===== src/rtl/full_adder.sv =====
// ----------------------------------------------------------------------------
// full_adder
//
// Registered ripple-carry adder built from 1-bit full-adder cells. The result
// of iA + iB + iC is captured on a rising iClk when iValid is high. It appears
// on oS/oC one cycle later, qualified by oValid. With WIDTH=1 this is the
// classic single full-adder cell.
//
// Parameters:
//    WIDTH   operand and sum width in bits (1..64)
//
// Ports:
//    iClk    in   1      rising-edge clock
//    iRst    in   1      synchronous active-high reset
//    iA      in   WIDTH  addend A
//    iB      in   WIDTH  addend B
//    iC      in   1      carry-in to bit 0
//    iValid  in   1      operands valid; result captured when 1
//    oS      out  WIDTH  registered sum
//    oC      out  1      registered carry-out of the MSB cell
//    oValid  out  1      registered; one cycle per captured operand set
// ----------------------------------------------------------------------------
module full_adder #(
   parameter int WIDTH = 1
) (
   input  logic             iClk,
   input  logic             iRst,
   input  logic [WIDTH-1:0] iA,
   input  logic [WIDTH-1:0] iB,
   input  logic             iC,
   input  logic             iValid,
   output logic [WIDTH-1:0] oS,
   output logic             oC,
   output logic             oValid
);

   // One full-adder cell: returns {carry_out, sum}.
   function automatic logic [1:0] fa_cell(input logic a, input logic b, input logic c);
      logic p;
      p = a ^ b;
      return {(a & b) | (c & p), p ^ c};
   endfunction

   logic [WIDTH-1:0] sum_s;
   logic             carry_out_s;
   logic [WIDTH-1:0] sum_r;
   logic             carry_r;
   logic             valid_r;

   // Ripple chain: the carry is walked through a block-local variable so the
   // chain stays a single combinational pass with no self-feedback on a vector.
   always_comb begin
      logic       carry_v;
      logic [1:0] cell_v;
      sum_s   = {WIDTH{1'b0}};
      carry_v = iC;
      cell_v  = 2'b00;
      for (int i = 0; i < WIDTH; i++) begin
         cell_v   = fa_cell(iA[i], iB[i], carry_v);
         sum_s[i] = cell_v[0];
         carry_v  = cell_v[1];
      end
      carry_out_s = carry_v;
   end

   // Output registers: reset wins. The result updates only on valid
   // operands, so inputs are ignored entirely while iValid is low.
   always_ff @(posedge iClk) begin
      if (iRst) begin
         sum_r   <= {WIDTH{1'b0}};
         carry_r <= 1'b0;
         valid_r <= 1'b0;
      end else begin
         valid_r <= iValid;
         if (iValid) begin
            sum_r   <= sum_s;
            carry_r <= carry_out_s;
         end else begin
            sum_r   <= sum_r;
            carry_r <= carry_r;
         end
      end
   end

   assign oS     = sum_r;
   assign oC     = carry_r;
   assign oValid = valid_r;

endmodule


===== config.mk =====
export PLATFORM = sky130hd
export DESIGN_NAME = full_adder
export DESIGN_NICKNAME = d
export VERILOG_FILES = /design/src/rtl/full_adder.sv
export SDC_FILE = /design/constraint.sdc
export NUM_CORES = 1
export LEC_CHECK = 0
export BUFFER_PORTS_ARGS = -buffer_cell sky130_fd_sc_hd__buf_2
export CORE_AREA = 2 2 39 41
export DETAILED_ROUTE_END_ITERATION = 10
export DIE_AREA = 0 0 41 43
export HOLD_SLACK_MARGIN = 0.12
export PLACE_DENSITY = 0.3
export SLEW_MARGIN = 20
export SYNTH_ARGS = -nofsm -noshare
export SYNTH_HDL_FRONTEND = slang
export SYNTH_SLANG_ARGS = --single-unit

===== constraint.sdc =====
create_clock -name iClk -period 1.2 [get_ports iClk]
set_input_delay 0.18 -clock iClk [delete_from_list [all_inputs] [get_ports iClk]]
set_output_delay 0.18 -clock iClk [all_outputs]
set_load 0.1 [all_outputs]

# Yosys cells after proc, flatten, opt, wreduce, memory -nomap -nowiden
# Cells that the tools add are included.
dict set report word_totals {
  register_bits 3
  input_bits 6
  output_inout_bits 3
  word_cells 8
}
dict set report op_classes {
  bitwise 5
}
# operator count
set op_table {}
lappend op_table {{1-bit bitwise AND} 2}
lappend op_table {{1-bit bitwise XOR} 2}
lappend op_table {{1-bit bitwise OR} 1}

# Logic depth before layout (Yosys ltp)
# Gate-level depths: netlist (run 1).
dict set report depth {
  word_depth 3
  mapped_depth 3
  ltp_nobuf 3
}

# Worst setup path before layout (run 1)
# OpenSTA, ideal clock, no wires.
dict set report synth_path {
  kind {flip-flop to flip-flop}
  start {register oC (netlist name)}
  end {register carry_r (netlist: oC)}
  setup_time_ns 0.067
  arrival_ns 1.173
  required_ns 1.133
  path_slack_ns -0.040
  path_stages_with_launch 3
  n_path_buf 0
  synth_period_minus_slack_ns 1.240
  cell_sequence {dfxtp_1 mux2i_1 nor2_1}
}
# element line
set synth_lines {}
lappend synth_lines {{end signal: assignment} 77} ;# carry_r <= carry_out_s;
lappend synth_lines {{end signal: assignment} 80} ;# carry_r <= carry_r;
lappend synth_lines {{end: declaration} 47} ;# logic carry_r;

# Worst setup path after layout (run 1)
dict set report layout_path {
  start {register valid_r (netlist: oValid)}
  end {output port oValid}
}
# element line
set layout_lines {}
lappend layout_lines {{start: declaration} 48} ;# logic valid_r;
lappend layout_lines {{start signal: assignment} 74} ;# valid_r <= iValid;
lappend layout_lines {{end: declaration} 34} ;# output logic oValid
# No word-level cell between the ends.

==> out/results.tsv, run 1 <==
stage	metric	value	unit
placement	DP Area	221	sq um
placement	final weighted congestion of routability-driven global placement	0.511	
placement	number of buffers inserted by port buffering	8	
placement	post-placement setup slack	0.136	ns
global_route	initial antenna violation count	0	
pwr	worst vdd ir	298	uV
worst_setup_path	arrival time of data at the critical path endpoint	0.76	ns
worst_setup_path	Worst Path Buf+Inv	1	
worst_setup_path	Worst Path Class, Setup	flop to primary output	
worst_setup_path	family with the most delay on the worst path	flip-flops	
timing	hold violation count in the final report	0	
cts	htree depth	1	
final_layout	post-layout net count	30	
yosys	leading post-synthesis cells by instance count	dfxtp_1, mux2i_1, nor2_1	
die	initial core utilization	8.23	%
worst_setup_path	largest fanout on the critical path	1	
yosys	Unique masters post-synth	5	
die	chip height	43	microns
cts	buffer type at the clock tree root	clkbuf_4	
worst_setup_path	endpoint required time on the critical path	1.02	ns
yosys	fraction of post-synthesis cell area in the top cell type by area	52.7	%
final_layout	final cell count without fillers	38	
route	count of routing violations after the opening detailed-route iteration	0	
cts	clock latency at the later pin of the worst-skew pair	0.23	ns
run	number of maximum-capacitance violations	0	
die	Core Footprint	1380	sq um
timing	Sum Neg Setup Slack	0	ns
route	final antenna-violating net count	0	
timing	worst slew margin relative to its limit	91.7	%
timing	total setup violations reported at the end of the flow	0	
worst_setup_path	reg-to-reg setup timing slack	0.58	ns
route	detail-routed via count per cell	3.00	
final_layout	post-route cell area	258	sq um
final_layout	diode count	0	
pwr	leakage power of the design	0.115	nW
final_layout	proportion of layout cells with a drive suffix above 1	59.1	%
timing	unrepaired setup endpoints after global routing	no	
yosys	Syn Nets	16	
worst_setup_path	critical path endpoint category	primary output	
yosys	fraction of registers with async set or reset after synthesis	0	%
die	number of standard-cell rows in the floorplan	14	
worst_setup_path	startpoint class of the critical path	flop	
yosys	Post-Syn Area	114	sq um
timing	Worst Tran Pin Value	0.121	ns
route	Routed WL per cell	7.42	microns
global_route	global-route wire length before repair	503	microns
run_status	outcome	finished clean	
cts	count of cells resized by post-cts repair	0	
pwr	power density over cell area	1570	nW/um^2
yosys	total of flip-flops plus latches after synthesis	3	
yosys	post-synthesis area per instance	12.7	sq um
timing	smallest setup slack after layout	0.258	ns
timing	achievable frequency	1060	MHz
final_layout	area added between synthesis and finish	126	%
yosys	leading area contributor after synthesis	dfxtp_1	
cts	total clock sinks	3	
cts	number of buffers on the longest clock path	2	
die	I/O Pins	9	
cts	clock tree from TritonCTS	built	
yosys	leading cell type by number of instances after synthesis	dfxtp_1	
placement	DP Cell Count	33	
route	routed wire length	282	microns
global_route	pin count of the biggest net entering global routing	4	
worst_setup_path	cell with the biggest individual delay on the critical path	dfxtp_1	
final_layout	share of the core filled with cells	18.6	%
timing	Max Transition Viols Final	0	
yosys	Area contributors post-synth	dfxtp_1, fa_1, mux2i_1	
route	detailed-routing iteration count for the pre-antenna-repair pass	1	
timing	final critical-path share of the clock period	78.5	%
cts	clock-pin slew reported for the worst setup and hold paths after clock tree synthesis	0.04	ns
route	via count	114	
global_route	vias in the first global route	148	
timing	clock skew after layout	0	ns
yosys	Primary FF master, synth	dfxtp_1	
worst_setup_path	largest stage delay on the critical path	0.35	ns
worst_setup_path	sequence of cells on the critical path	buf_12	
die	full die area	1760	sq um
min_path	worst hold path class	input port to flop	
yosys	EDFF count, synth	0	
yosys	Yosys Warn Count	0	
cts	CTS Buf Count	3	
die	die extent in x	41	microns
yosys	cell count after synthesis	9	
global_route	total grt overflow	0	
route	remaining design rule violation count	0	
yosys	sequential area share after synthesis	52.7	%
timing	Min Clock Period, post-route	0.942	ns
global_route	total global routing track utilization	5.33	%
cell type report:
class	count	area, sq um
fill	151	1130
timing repair buffer	9	95.1
sequential	3	62.6
multi-input combinational	6	53.8
clock buffer	4	26.3
tap	16	20.0
final timing paths:
check,from,to,depth (start not counted)
setup reg to reg,oC,oC,2
hold reg to reg,oS,oS,2
setup / recovery,oValid,oValid,1
hold / removal,iValid,oValid,2
layout by cell type, fill, tap and decap left out:
master         n
mux2i_1        2
buf_12         3
dfxtp_2        2
clkbuf_4       3
fa_1           1
nor2b_1        1
clkbuf_1       1
dlygate4sd3_1  1
buf_2          5
dfxtp_1        1
nor2_1         2
kinds of logic (layout without fill, tap and decap cells):
| kind of cell | Yosys count | count (layout) | share of synthesized area (%) |
|---|---|---|---|
| DFF | 3 | 3 | 52.7 |
| muxes | 2 | 2 | 17.6 |
| and+or+nand+nor | 3 | 3 | 12.1 |
| buffers and inverters | 0 | 13 | 0 |
| adders and majority gates | 1 | 1 | 17.6 |
metal layers:
layer	track usage, %	share of wire (%)
met5	0	0
met4	10.0	0
met3	3.14	17
met2	6.56	41
met1	3.55	41
flip-flops by register name, summed over array words and instances (netlist names):
register  cells
oC            1
oS            1
oValid        1
power by group:
part / leakage [nW] / total (W) / switching, W / internal, W
registers: 0.0256 / 0.000116 / 0.00000750 / 0.000109
clock network: 0.0150 / 0.000180 / 0.0000549 / 0.000125
logic: 0.0746 / 0.000110 / 0.0000664 / 0.0000433
total: 0.115 / 0.000406 / 0.000129 / 0.000277
what timing repair did:
item,CTS,global route
setup buffers,0,0
hold buffers,1,0
endpoints found under the hold margin,3,0
stage by stage:
step	hold slack [ns]	power, W
2_1_floorplan	0.245	0.000178
3_3_place_gp	0.364	0.000225
3_5_place_dp	0.363	0.000226
4_1_cts	0.208	0.000418
5_1_grt	0.244	0.000425
6_report	0.213	0.000406
Note: power is estimated with default switching activity, not from simulation.
==> run 2, diff against run 1 <==
- clock period: 1.2 -> 0.9 ns (I/O delays scaled with it)
==> out/results.tsv, run 2 (synthesis gave the netlist of run 1 again) <==
stage	metric	value	unit	change
pwr	switching power of the nets	0.000165	W	+28%
timing	hold violation count in the final report	0		unchanged
worst_setup_path	largest stage delay on the critical path	0.35	ns	about the same
route	detail-routed via count per cell	2.87		-4.4%
die	chip height	43	microns	unchanged
timing	worst slew margin relative to its limit	91.6	%	-0.10 points
cts	number of buffers on the longest clock path	2		unchanged
cts	clock-pin slew reported for the worst setup and hold paths after clock tree synthesis	0.04	ns	about the same
pwr	share of power burned in the clock network	43.6	%	-0.7 points
final_layout	post-layout net count	30		unchanged
global_route	total global routing track utilization	4.32	%	-1.0 points
global_route	pin count of the biggest net entering global routing	4		unchanged
cts	total clock sinks	3		unchanged
worst_setup_path	Worst Path Buf+Inv	1		unchanged
placement	number of buffers inserted by port buffering	8		unchanged
worst_setup_path	cell with the biggest individual delay on the critical path	dfxtp_2		
cts	count of cells resized by post-cts repair	0		unchanged
die	number of standard-cell rows in the floorplan	14		unchanged
pwr	leakage power of the design	0.116	nW	+0.50%
global_route	initial antenna violation count	0		unchanged
route	via count	109		-4.4%
die	full die area	1760	sq um	unchanged
final_layout	diode count	0		unchanged
worst_setup_path	largest fanout on the critical path	2		+1
route	detailed-routing iteration count for the pre-antenna-repair pass	1		unchanged
timing	total setup violations reported at the end of the flow	0		unchanged
worst_setup_path	Worst Path Class, Setup	flop to primary output		
die	Core Footprint	1380	sq um	unchanged
timing	final worst hold slack	0.187	ns	-0.0258 ns
route	count of routing violations after the opening detailed-route iteration	0		unchanged
timing	Worst Tran Pin Value	0.123	ns	+0.00152 ns
worst_setup_path	startpoint class of the critical path	flop		
global_route	vias in the first global route	141		-4.7%
route	routed wire length	278	microns	-1.4%
route	remaining design rule violation count	0		unchanged
die	I/O Pins	9		unchanged
pwr	worst vdd ir	448	uV	+50%
pwr	internal power	0.000369	W	+33%
pwr	fraction of power consumed by combinational cells	27.5	%	+0.5 points
worst_setup_path	arrival time of data at the critical path endpoint	0.75	ns	about the same
die	initial core utilization	8.23	%	unchanged
global_route	global-route wire length before repair	469	microns	-6.8%
run_status	outcome	finished clean		
pwr	Sequential Power Share	28.9	%	+0.2 points
cts	number of setup buffers added after CTS	0		unchanged
placement	final weighted congestion of routability-driven global placement	0.461		-9.7%
global_route	total grt overflow	0		unchanged
placement	DP Area	225	sq um	+1.7%
min_path	worst hold path class	input port to flop		
worst_setup_path	sequence of cells on the critical path	buf_12		
final_layout	post-route cell area	262	sq um	+1.5%
cts	CTS Buf Count	3		unchanged
cts	clock latency at the later pin of the worst-skew pair	0.23	ns	about the same
final_layout	proportion of layout cells with a drive suffix above 1	63.6	%	+4.5 points
timing	Min Clock Period, post-route	0.889	ns	
timing	achievable frequency	1120	MHz	
worst_setup_path	family with the most delay on the worst path	flip-flops		
pwr	switching part of the total	30.9	%	-0.85 points
final_layout	most used cells in the layout excluding fill and tap cells	buf_2, clkbuf_4, buf_12		
worst_setup_path	endpoint required time on the critical path	0.76	ns	-0.26 ns
timing	unrepaired setup endpoints after global routing	yes		
cts	buffer type at the clock tree root	clkbuf_4		
worst_setup_path	critical path endpoint category	primary output		
cts	clock tree from TritonCTS	built		
route	Routed WL per cell	7.32	microns	-1.4%
pwr	power density over cell area	2040	nW/um^2	+30%
die	die extent in x	41	microns	unchanged
timing	final critical-path share of the clock period	98.8	%	
timing	clock skew after layout	0	ns	unchanged
final_layout	commonest non-fill, non-tap cell in the layout	buf_2		
timing	Max Transition Viols Final	0		unchanged
run	number of maximum-capacitance violations	0		unchanged
cts	htree depth	1		unchanged
route	final antenna-violating net count	0		unchanged
final_layout	area added between synthesis and finish	130	%	
[run 2: cell counts in the layout (fill, tap and decap cells not counted)]
No cell type changed its count.
[run 2: repair_timing]
item                                    CTS  global route
hold buffers                              1             0
pin swaps                                 0             0
hold endpoints to repair                  3             0
endpoints found under the setup margin    1             1
[run 2: path summary, 6_finish.rpt]
path              cells after the start  endpoint    from  slack, ns
setup / recovery                      1        oC      oC       0.01
hold / removal                        2    oValid  iValid       0.19
setup reg to reg                      2        oS      oS       0.28
hold reg to reg                       2        oS      oS       0.52
[run 2: stage by stage]
stage / total power, W / instances / worst slack (ns) / utilization [%] / TNS, ns
2_1_floorplan: 0.000237 / 9 / -0.0218 / - / -0.0218
3_3_place_gp: 0.000300 / 33 / -0.106 / 16.3 / -0.160
3_5_place_dp: 0.000302 / 33 / -0.126 / 16.3 / -0.190
4_1_cts: 0.000554 / 38 / -0.00250 / 18.9 / -0.00250
5_1_grt: 0.000569 / 38 / -0.0137 / 18.9 / -0.0137
6_report: 0.000534 / 38 / 0.0106 / 18.9 / 0
[run 2: cell type report]
cell class,instances,area (sq um)
clock buffers,4,26.3
fillers,150,1120
multi-input cells,6,53.8
flip-flops and latches,3,66.3
well taps,16,20.0
repair buffers,9,95.1
[run 2: metal layers]
| metal | global-route usage, % | share of wire, % | vias to the layer above |
|---|---|---|---|
| li1 | - | - | 54 |
| met1 | 4.18 | 39 | 49 |
| met2 | 5.63 | 47 | 6 |
| met3 | 1.57 | 13 | 0 |
| met4 | 6.00 | 0 | 0 |
| met5 | 0 | 0 | - |
[run 2: power by group through the flow]
stage	registers (W)	clock network (W)	logic, W
after detailed placement	0.000157	0	0.000145
after floorplan	0.000221	0	0.0000161
after CTS	0.000154	0.000251	0.000149
after global placement	0.000156	0	0.000144
final	0.000154	0.000233	0.000147
after global routing	0.000155	0.000258	0.000156
